===== src/rtl/imm_pkg.sv =====
// Shared format-select encodings and datapath-width legality for the immediate generator.
package imm_pkg;

   typedef enum logic [2:0] {
      IMM_I   = 3'b000,
      IMM_S   = 3'b001,
      IMM_B   = 3'b010,
      IMM_J   = 3'b011,
      IMM_U   = 3'b100,
      IMM_Z   = 3'b101,
      IMM_ILL = 3'b110
   } imm_sel_e;

   localparam int XLEN_NARROW = 32;
   localparam int XLEN_WIDE   = 64;

   function automatic bit xlen_is_legal(input int xlen);
      return (xlen == XLEN_NARROW) || (xlen == XLEN_WIDE);
   endfunction

endpackage


===== src/rtl/imm_extract.sv =====
// Combinational RISC-V immediate field extraction and extension.
// Define IMM_GEN_WORD_ADDR_EN to scale B/J offsets by 4 for a word-addressed PC.
module imm_extract
   import imm_pkg::*;
#(
   parameter int XLEN = 32
) (
   input  logic [31:0]     instr,
   input  logic [2:0]      sel,
   output logic [XLEN-1:0] imm,
   output logic            illegal
);

   // NOTE: every output gets a default before the case so no latch is inferred.
   always_comb begin
      imm     = '0;
      illegal = 1'b0;
      case (sel)
         IMM_I: imm = XLEN'($signed(instr[31:20]));
         IMM_S: imm = XLEN'($signed({instr[31:25], instr[11:7]}));
         IMM_B: begin
            imm = XLEN'($signed({instr[31], instr[7], instr[30:25], instr[11:8], 1'b0}));
`ifdef IMM_GEN_WORD_ADDR_EN
            imm = imm << 2;
`endif
         end
         IMM_J: begin
            imm = XLEN'($signed({instr[31], instr[19:12], instr[20], instr[30:21], 1'b0}));
`ifdef IMM_GEN_WORD_ADDR_EN
            imm = imm << 2;
`endif
         end
         IMM_U: imm = XLEN'($signed({instr[31:12], 12'b0}));
         IMM_Z: imm = XLEN'(instr[19:15]);
         default: illegal = 1'b1;
      endcase
   end

endmodule


===== src/rtl/imm_gen_pipe.sv =====
// Immediate generator behind a valid/ready handshake with a head + skid buffer.
// IMM_GEN_WORD_ADDR_EN (see imm_extract) scales B/J offsets for a word-addressed PC.
module imm_gen_pipe
   import imm_pkg::*;
#(
   parameter int XLEN  = 32,
   parameter int TAG_W = 4
) (
   input  logic             clk,
   input  logic             rst_n,
   input  logic             in_valid,
   output logic             in_ready,
   input  logic [31:0]      in_instr,
   input  logic [2:0]       in_sel,
   input  logic [TAG_W-1:0] in_tag,
   output logic             out_valid,
   input  logic             out_ready,
   output logic [XLEN-1:0]  out_imm,
   output logic             out_illegal,
   output logic [TAG_W-1:0] out_tag
);

   if (!xlen_is_legal(XLEN)) begin : g_xlen_check
      $error("imm_gen_pipe: XLEN must be 32 or 64");
   end

   typedef struct packed {
      logic [XLEN-1:0]  imm;
      logic             illegal;
      logic [TAG_W-1:0] tag;
   } entry_t;

   entry_t in_entry, head_q, head_d, skid_q, skid_d;
   logic   head_vld_q, head_vld_d, skid_vld_q, skid_vld_d, rdy_q;
   logic   accept, drain;

   imm_extract #(.XLEN(XLEN)) u_extract (
      .instr   (in_instr),
      .sel     (in_sel),
      .imm     (in_entry.imm),
      .illegal (in_entry.illegal)
   );
   assign in_entry.tag = in_tag;

   assign accept = in_valid & rdy_q;
   assign drain  = head_vld_q & out_ready;

   // The skid only fills while the head is stalled, so it always holds the younger entry.
   always_comb begin
      head_d     = head_q;
      head_vld_d = head_vld_q;
      skid_d     = skid_q;
      skid_vld_d = skid_vld_q;
      if (!head_vld_q || drain) begin
         if (skid_vld_q) begin
            head_d     = skid_q;
            head_vld_d = 1'b1;
            skid_vld_d = 1'b0;
         end else begin
            head_vld_d = accept;
            if (accept) head_d = in_entry;
         end
      end else if (accept) begin
         skid_d     = in_entry;
         skid_vld_d = 1'b1;
      end
   end

   // NOTE: sequential state uses non-blocking assignments only.
   always_ff @(posedge clk) begin
      if (!rst_n) begin
         head_vld_q <= 1'b0;
         skid_vld_q <= 1'b0;
         rdy_q      <= 1'b0;
         head_q     <= '0;
      end else begin
         head_vld_q <= head_vld_d;
         skid_vld_q <= skid_vld_d;
         rdy_q      <= !skid_vld_d;
         head_q     <= head_d;
      end
   end

   // NOTE: skid payload needs no reset; it is never observed unless skid_vld_q is set.
   always_ff @(posedge clk) begin
      skid_q <= skid_d;
   end

   assign in_ready    = rdy_q;
   assign out_valid   = head_vld_q;
   assign out_imm     = head_q.imm;
   assign out_illegal = head_q.illegal;
   assign out_tag     = head_q.tag;

endmodule


===== config.mk =====
export PLATFORM = sky130hd
export DESIGN_NAME = imm_gen_pipe
export DESIGN_NICKNAME = d
export VERILOG_FILES = /design/src/rtl/imm_pkg.sv /design/src/rtl/imm_extract.sv /design/src/rtl/imm_gen_pipe.sv
export SDC_FILE = /design/constraint.sdc
export NUM_CORES = 1
export LEC_CHECK = 0
export ABC_AREA = 1
export CAP_MARGIN = 10
export CORE_MARGIN = 3
export CORE_UTILIZATION = 49
export DETAILED_ROUTE_END_ITERATION = 8
export PLACE_DENSITY = 0.79
export SLEW_MARGIN = 10
export SYNTH_ARGS = -nofsm -noshare
export SYNTH_HDL_FRONTEND = slang
export SYNTH_SLANG_ARGS = --single-unit

===== constraint.sdc =====
create_clock -name clk -period 5.04 [get_ports clk]
set_input_delay 1.26 -clock clk [delete_from_list [all_inputs] [get_ports clk]]
set_output_delay 1.26 -clock clk [all_outputs]
set_load 0.05 [all_outputs]

==> reports/results.txt, run 1 <==
leakage = 1.73 nW
hold endpoint = out_imm[8]$_SDFFE_PN0P_
CTS Buffer Depth = 2
GPL Wtd Cong = 0.890
initial core utilization = 51.7%
Slew Limit Fails = 0
Synth Cell Area = 3360 sq um
core area = 6490 sq um
number of routed nets with antenna violations = 0
Syn Inst Count = 371
Net count, final = 480
num ports = 82
achievable frequency = 0.347 GHz
DR iter-0 viols = 263
fin crit period = 2.88 ns
Setup TNS = 0 ns
Die Ht = 88.8 um
power per cell area = 333 nW/um^2
Final Skew = 0.00945 ns
H-tree depth = 3
Cell Chain, Critical Path = clkdlybuf4s50_1 -> inv_2 -> nand3_1 -> nand2_1 -> nand2_1 -> nand3_2
GRT overflow = 0
TritonRoute pass-1 iters = 4
dpl hpwl = 4930 um
FF-to-FF path depth = 6
first-pass GRT wire length = 12,600 um
total track usage = 20.8%
antenna cells = 0
share of the synthesized area in the top cell type = 33.1%
clk root buf = clkbuf_8
top cells by area, synth = edfxtp_1, dfxtp_1, nand2_1, a21oi_1, o21ai_0
Crit path top cell by count = nand2_1
Data arrival, critical path = 2.97 ns
area delta synth->final = 27.2%
Worst-Margin Slew = 0.853 ns
antenna violations before repair = 0
cell row count = 29
Setup Viol. Count Final = 0
routed via count = 2,802
reg2reg end = out_imm[26]$_SDFFE_PN0P_
hold crit path type = register to register
fin area = 4270 sq um
RSZ-0062 raised after global routing = false
EDFF count, synth = 37
hold-fix buffers at CTS = 0
max_cap viols = 0
PostCTS Resize Cnt = 0
CP peak stage delay = 1.03 ns
number of vias per cell = 5.40
DP Cell Count = 503
CP max-delay cell = clkdlybuf4s50_1
clock-pin slew on the worst setup and hold paths = 0.08 ns
I/O Buffers = 74
hold depth = 2
crit path kind = input port to register
TritonCTS Buffers = 9
hold path startpoint = out_imm[8]$_SDFFE_PN0P_
WP data required = 5.13 ns
CTS sink cnt = 77
period utilisation layout = 57.1%
Finished Layout Cells = 519
Mapped Nets = 414
Yosys warnings = 0
clk_lat worst skew = 0.35 ns
Die Span X = 88.8 um
Cell Area, Placed = 4080 sq um
wire per inst = 15.1 um
delay-heaviest family, CP = buffers and inverters
Die ar. = 7880 sq um
Yosys top cell by area = edfxtp_1
sequential-to-total area share from yosys stat = 56.9%
slew margin rel. = 43.0%
status = complete, no violations
CP startpoint kind = input port
layout cells sized above 1 = 9.28%
syn avg cell area = 9.05 sq um
worst r2r src = skid_vld_q$_SDFF_PN0_
# DRC = 0
Hold Fails Final Rpt = 0
Worst VDD drop = 0.166 mV
Post-synth top flop = dfxtp_1
vias in the first global route = 2,653
Yosys reg bits = 77
largest net degree at the start of global routing = 40
post-synthesis async set-or-reset flop share = 0%
Post-CTS Repair Setup Buffers = 0
TritonCTS clock tree = built
Worst Path Max Fanout = 19
Critical Path End Type = register
Worst Path Buf+Inv = 2
distinct cell type count after synthesis = 31
FF-to-FF setup slack = 2.90 ns
total wire length = 7830 um
[layout by cell type (no fill, tap or decap), drive strengths merged]
cell           instances
o211ai                 2
nor2                  33
dfxtp                 40
inv                   21
a21oi                 54
nand4                  7
bufinv                 1
clkdlybuf4s50         74
or2                    1
buf                    3
edfxtp                37
clkbuf                11
nor3                   1
o21ai                 47
clkinv                 4
nand3                 12
nand2                 94
[synthesized netlist by cell type, types with 3 or more instances]
cell and instances:
a21oi_1 50, a21oi_2 4, buf_2 6, buf_6 4
clkbuf_1 7, dfxtp_1 40, edfxtp_1 37, inv_1 17
inv_2 3, nand2_1 90, nand2_4 3, nand3_1 7
nand3_2 4, nand4_1 7, nor2_1 31, o21ai_0 34
o21ai_1 11
[worst min-delay path, stage by stage (launching register included)]
cell     delay [ns]
dfxtp_1        0.33
nor2_1         0.05
nor2_1         0.08
[power by group]
part	internal (mW)	leakage, nW	switching, mW	total, mW
Clock	0.231	0.0975	0.226	0.457
Sequential	0.683	0.668	0.0131	0.696
Combinational	0.0940	0.966	0.175	0.269
[cell families (layout without fill, tap and decap cells)]
kind of cell	count (synthesis)	count (layout)	synth area share (%)
compound gates	103	103	16.5
flops	77	77	56.9
buf+inv	43	114	6.67
simple gates	148	148	19.9
[per-stage QoR]
step,setup WS (ns),util [%],total power [mW],hold slack [ns]
final,2.16,65.8,1.42,0.484
after global routing,2.04,65.8,1.47,0.511
after CTS,2.23,65.8,1.43,0.491
after detailed placement,1.87,62.8,0.978,0.472
after global placement,1.89,62.8,0.974,0.462
after floorplan,0.492,-,0.884,0.499
[metal layers]
layer,vias to the layer above,wire length [um],global-route usage (%)
li1,1384,-,-
met1,1274,3460,28.9
met2,126,3570,30.9
met3,18,634,5.31
met4,0,158,8.93
met5,-,0,0
[how the worst max path moves through the flow]
stage,start,end,slack (ns),depth (start not counted)
after floorplan,out_ready,skid_q[0]$_DFFE_PP_,0.49,2
after global placement,in_sel[2],skid_q[7]$_DFFE_PP_,1.89,6
after detailed placement,in_sel[2],skid_q[7]$_DFFE_PP_,1.87,6
after CTS,out_imm[25]$_SDFFE_PN0P_,out_imm[25],2.23,1
after global routing,in_sel[2],out_imm[3]$_SDFFE_PN0P_,2.04,8
final,in_sel[2],skid_q[6]$_DFFE_PP_,2.16,6
[area by class of cell]
class / instances / area (sq um)
Sequential cell: 77 / 1910
Inverter: 21 / 81.3
Fill cell: 526 / 2220
Multi-Input combinational cell: 251 / 1230
Tap cell: 77 / 96.3
Clock inverter: 5 / 61.3
Timing Repair Buffer: 77 / 763
Clock buffer: 11 / 131
[registers in the layout (all words and copies together) (netlist names)]
| register | flops |
|---|---|
| out_imm | 32 |
| out_tag | 4 |
| out_illegal | 1 |
| skid_vld_q | 1 |
| out_valid | 1 |
| in_ready | 1 |
| skid_q | 37 |
Power figures use the tool's default switching activity.
==> run 2: changes to the inputs <==
- CORE_UTILIZATION: 49 -> 44
- PLACE_DENSITY: 0.79 -> 0.75
- clock period: 5.04 -> 2.4 ns (I/O delays scaled with it)
==> run 2 against run 1 <==
Global-route usage is 1.6 points lower; clock power grew to 2.8 times the previous value; critical path type is now register to output pin; clock skew is 0.0037 ns lower; worst hold slack better by 0.0087 ns.
==> reports/results.txt, run 2 (synthesized netlist as in run 1, its figures left out) <==
Most flops, register = skid_q
period utilisation layout = 88.3%
achievable frequency = 0.472 GHz
cell row count = 31
Cell Area, Placed = 4200 sq um
Layout fillers = 621
Slew Limit Fails = 0
total wire length = 7970 um
TritonRoute pass-1 iters = 4
clk root buf = clkbuf_8
P_int = 2.44 mW
GPL Wtd Cong = 0.917
clk_lat worst skew = 0.35 ns
slew margin rel. = 63.4%
Critical Path End Type = output pin
vias in the first global route = 2,765
layout cells sized above 1 = 10.9%
Worst-Margin Slew = 0.547 ns
Total Power = 3.34 mW
fin crit period = 2.12 ns
DR iter-0 viols = 256
hold slack = 0.493 ns
Worst Path Buf+Inv = 1
Final Skew = 0.00577 ns
clock-pin slew on the worst setup and hold paths = 0.08 ns
antenna cells = 0
dpl hpwl = 5290 um
fin area = 4470 sq um
sw power = 0.895 mW
CP peak stage delay = 0.81 ns
Setup Viol. Count Final = 0
RSZ-0062 raised after global routing = false
share of power burned in registers = 43.7%
core area = 7330 sq um
number of routed nets with antenna violations = 0
WP data required = 1.80 ns
CTS sink cnt = 77
Post-CTS Repair Setup Buffers = 0
leakage = 1.81 nW
Setup TNS = 0 ns
initial core utilization = 45.8%
power per cell area = 748 nW/um^2
first-pass GRT wire length = 13,000 um
area delta synth->final = 33.0%
Sw Share = 26.8%
total track usage = 19.2%
commonest non-fill, non-tap cell in the layout = nand2_1
num ports = 82
TritonCTS Buffers = 9
TritonCTS clock tree = built
antenna violations before repair = 0
GRT overflow = 0
logic gate share of total power = 17.3%
CTS Buffer Depth = 2
crit path kind = register to output pin
Worst VDD drop = 0.485 mV
Hold Fails Final Rpt = 0
Cell Chain, Critical Path = clkdlybuf4s50_1
hold crit path type = register to register
Die Ht = 93.4 um
PostCTS Resize Cnt = 0
H-tree depth = 3
Seq. cell area = 1910 sq um
routed via count = 2,821
hold-fix buffers at CTS = 0
Die Span X = 93.4 um
Net count, final = 486
Die ar. = 8720 sq um
Worst Path Max Fanout = 2
CP max-delay cell = clkdlybuf4s50_1
max_cap viols = 0
delay-heaviest family, CP = buffers and inverters
# DRC = 0
clock share of power = 39.0%
multi-input logic area = 1230 sq um
status = complete, no violations
CP startpoint kind = register
max FFs per register = 37
number of vias per cell = 5.16
I/O Buffers = 74
wire per inst = 14.6 um
Data arrival, critical path = 1.52 ns
largest net degree at the start of global routing = 39
most frequent cells in the layout = nand2_1, clkdlybuf4s50_1, a21oi_1
run 2: path summary, 6_finish.rpt:
path,depth (start not counted),start,slack (ns),endpoint
max,1,out_imm[7]$_SDFFE_PN0P_,0.28,out_imm[7]
min,2,out_tag[2]$_SDFFE_PN0P_,0.49,out_tag[2]$_SDFFE_PN0P_
max reg2reg,6,in_ready$_SDFF_PN0_,0.93,out_imm[27]$_SDFFE_PN0P_
min reg2reg,2,out_tag[2]$_SDFFE_PN0P_,0.49,out_tag[2]$_SDFFE_PN0P_
run 2: area by class of cell:
cell class,count,area share [%]
sequential,77,42.8
tap,99,2.77
timing repair buffer,83,18.9
inverter,21,1.82
multi-input combinational,251,27.6
clock buffer,9,2.77
clock inverter,7,3.28
run 2: metrics by stage:
step	cells	utilization, %	setup slack (ns)
final	547	60.9	0.280
after global routing	547	60.9	0.226
after CTS	547	60.9	0.244
after detailed placement	531	57.2	0.222
after global placement	531	57.2	0.247
after floorplan	371	-	0.128
run 2: routing by layer:
metal	global-route usage (%)	vias to the layer above	routed length, um
met4	9.16	0	112
li1	-	1404	-
met2	29.7	96	3710
met5	0	-	0
met3	3.78	10	471
met1	25.9	1311	3680
run 2: worst register-to-register path, stage by stage, from the launching register on:
cell     delay, ns
dfxtp_1       0.33
inv_1         0.08
o21ai_2       0.23
nand2_4       0.15
inv_4         0.32
o21ai_0       0.16
a21oi_1       0.13
run 2: power by group through the flow:
stage               clock (mW)  sequential (mW)  combinational (mW)
CTS                       1.32             1.46               0.582
finish                    1.30             1.46               0.579
global route              1.37             1.47               0.627
floorplan                    0             1.66               0.200
global placement             0             1.49               0.570
detailed placement           0             1.49               0.580
==> edit (config.mk and constraints of run 2) <==
The option `IMM_GEN_WORD_ADDR_EN` is turned on by a define.
--- a/src/rtl/imm_extract.sv
+++ b/src/rtl/imm_extract.sv
@@ -1,5 +1,7 @@
 // Combinational RISC-V immediate field extraction and extension.
 // Define IMM_GEN_WORD_ADDR_EN to scale B/J offsets by 4 for a word-addressed PC.
+`define IMM_GEN_WORD_ADDR_EN
+
 module imm_extract
    import imm_pkg::*;
 #(
Formal check against the unedited RTL: not equivalent (a bounded check fails within 4 cycles, from zero or initial values and one cycle with rst_n low).
==> edit against run 2 <==
- final area fell by 0.56%
- hold slack got worse by 0.0012 ns
- power fell by 14%
- core utilization fell by 1.3 points
- area after synthesis rose by 2.9%
- wire length rose by 9.5%
- via count rose by 5.7%
- largest cell class unchanged
- sequential cell count did not move
- worst setup slack got worse by 0.052 ns
==> edit: results (changes against run 2) <==
Placement
  – DP Cell Count: 545 (+2.6%)
  – DP HPWL: 5950 um (+13%)
  – Placed Area: 0.00428 mm^2 (+1.9%)
  – Placer Congestion: 0.911 (-0.61%)
  – Dpl ws: 0.118 ns (-0.104 ns)

Synthesis
  – Ys Warns: 0 (unchanged)
  – Top cells by area, synth: edfxtp_1, dfxtp_1, nand2_1
  – Post-synthesis compound-gate area fraction: 0.185 (+0.0200)
  – Synth top cells by count: nand2_1, a21oi_1, o21ai_0
  – Mean Syn Cell Area: 8.93 um^2 (-1.4%)
  – Sequential cell area fraction in the yosys report: 0.553 (-0.0159)
  – Syn nets: 430 (+3.9%)
  – Netlist cell types: 28 (-9.7%)

Clocking
  – CTS root buffer: clkbuf_8

Layout
  – Register area: 0.00191 mm^2 (unchanged)
  – Fillers: 682 (+9.8%)
  – Buffering overhead: 0.183 (-0.00626)
  – #MultiIn Comb: 266 (+6.0%)
  – Area of the multi-input gates: 0.00135 mm^2 (+9.2%)
  – Fin area: 0.00444 mm^2 (-0.56%)
  – Non-CTS buffers: 82 (-1.2%)
  – Share of cells above drive strength 1: 0.126 (+0.0162)
  – Num sequential: 77 (unchanged)
  – Non-filler cells, final: 561 (+2.6%)
  – Nets: 500 (+2.9%)
  – Ant. Diodes: 0 (unchanged)
  – ClkCell Share: 0.0375 (-0.0230)

Outcome
  – Outcome: finished, final reports clean

Pwr
  – Peak supply drop: 0.336 mV (-31%)
  – Tot Pwr: 2.89 mW (-14%)
  – Logic pwr share: 0.204 (+0.031)
  – Leakage: 1.79 nW (-1.0%)
  – Sw Pwr: 0.877 mW (-2.1%)

Timing
  – Skew final: 0.0109 ns (+0.00516 ns)
  – Worst Max-Slew Pin Slew: 0.591 ns (+0.0431 ns)

GRT
  – Vias in the first global route: 2858 (+3.4%)
  – Largest net degree at the start of global routing: 41 (+5.1%)
  – First-pass GRT wire length: 14100 um (+8.7%)
  – Gr usage total: 0.204 (+0.0121)

Drt
  – Drt initial violations: 155 (-39%)
  – WL final: 8730 um (+9.5%)
  – Routed vias: 2981 (+5.7%)

Setup path
  – Highest cell delay on the worst timing path: 0.84 ns (+0.03 ns)
  – Top delay family on crit path: buffers and inverters
  – Crit path DAT: 1.57 ns (+0.05 ns)

Hold path
  – Type of the worst min-delay path: flop to flop

Floorplan
  – Std cell rows: 31 (unchanged)
## edit: cell count changes after synthesis, sizes merged, moves of 2 or more
cell,delta
nor2,-14
a21oi,+12
nand3,+11
o22ai,+4
buf,+3
clkbuf,-2
nand2,-2
o211ai,-2
o21bai,+2
or2,+2
## edit: worst paths after layout
check         startpoint     endpoint  slack (ns)
min reg2reg  out_illegal  out_illegal        0.49
min          out_illegal  out_illegal        0.49
max reg2reg     in_ready   out_imm[3]        0.81
max          out_imm[26]  out_imm[26]        0.23
## edit: routing by layer
layer | GRT usage | part of all wire
met1 | 0.281 | 0.46
met2 | 0.327 | 0.48
met3 | 0.0438 | 0.059
met4 | 0.0541 | 0.0074
met5 | 0 | 0
## edit: worst reg2reg max path: stages, from the launching register on
cell and delay [ns]:
dfxtp_1 0.34, inv_1 0.08, o21ai_2 0.21, nand2_2 0.10, inv_2 0.45, o21ai_0 0.19
a21oi_1 0.15
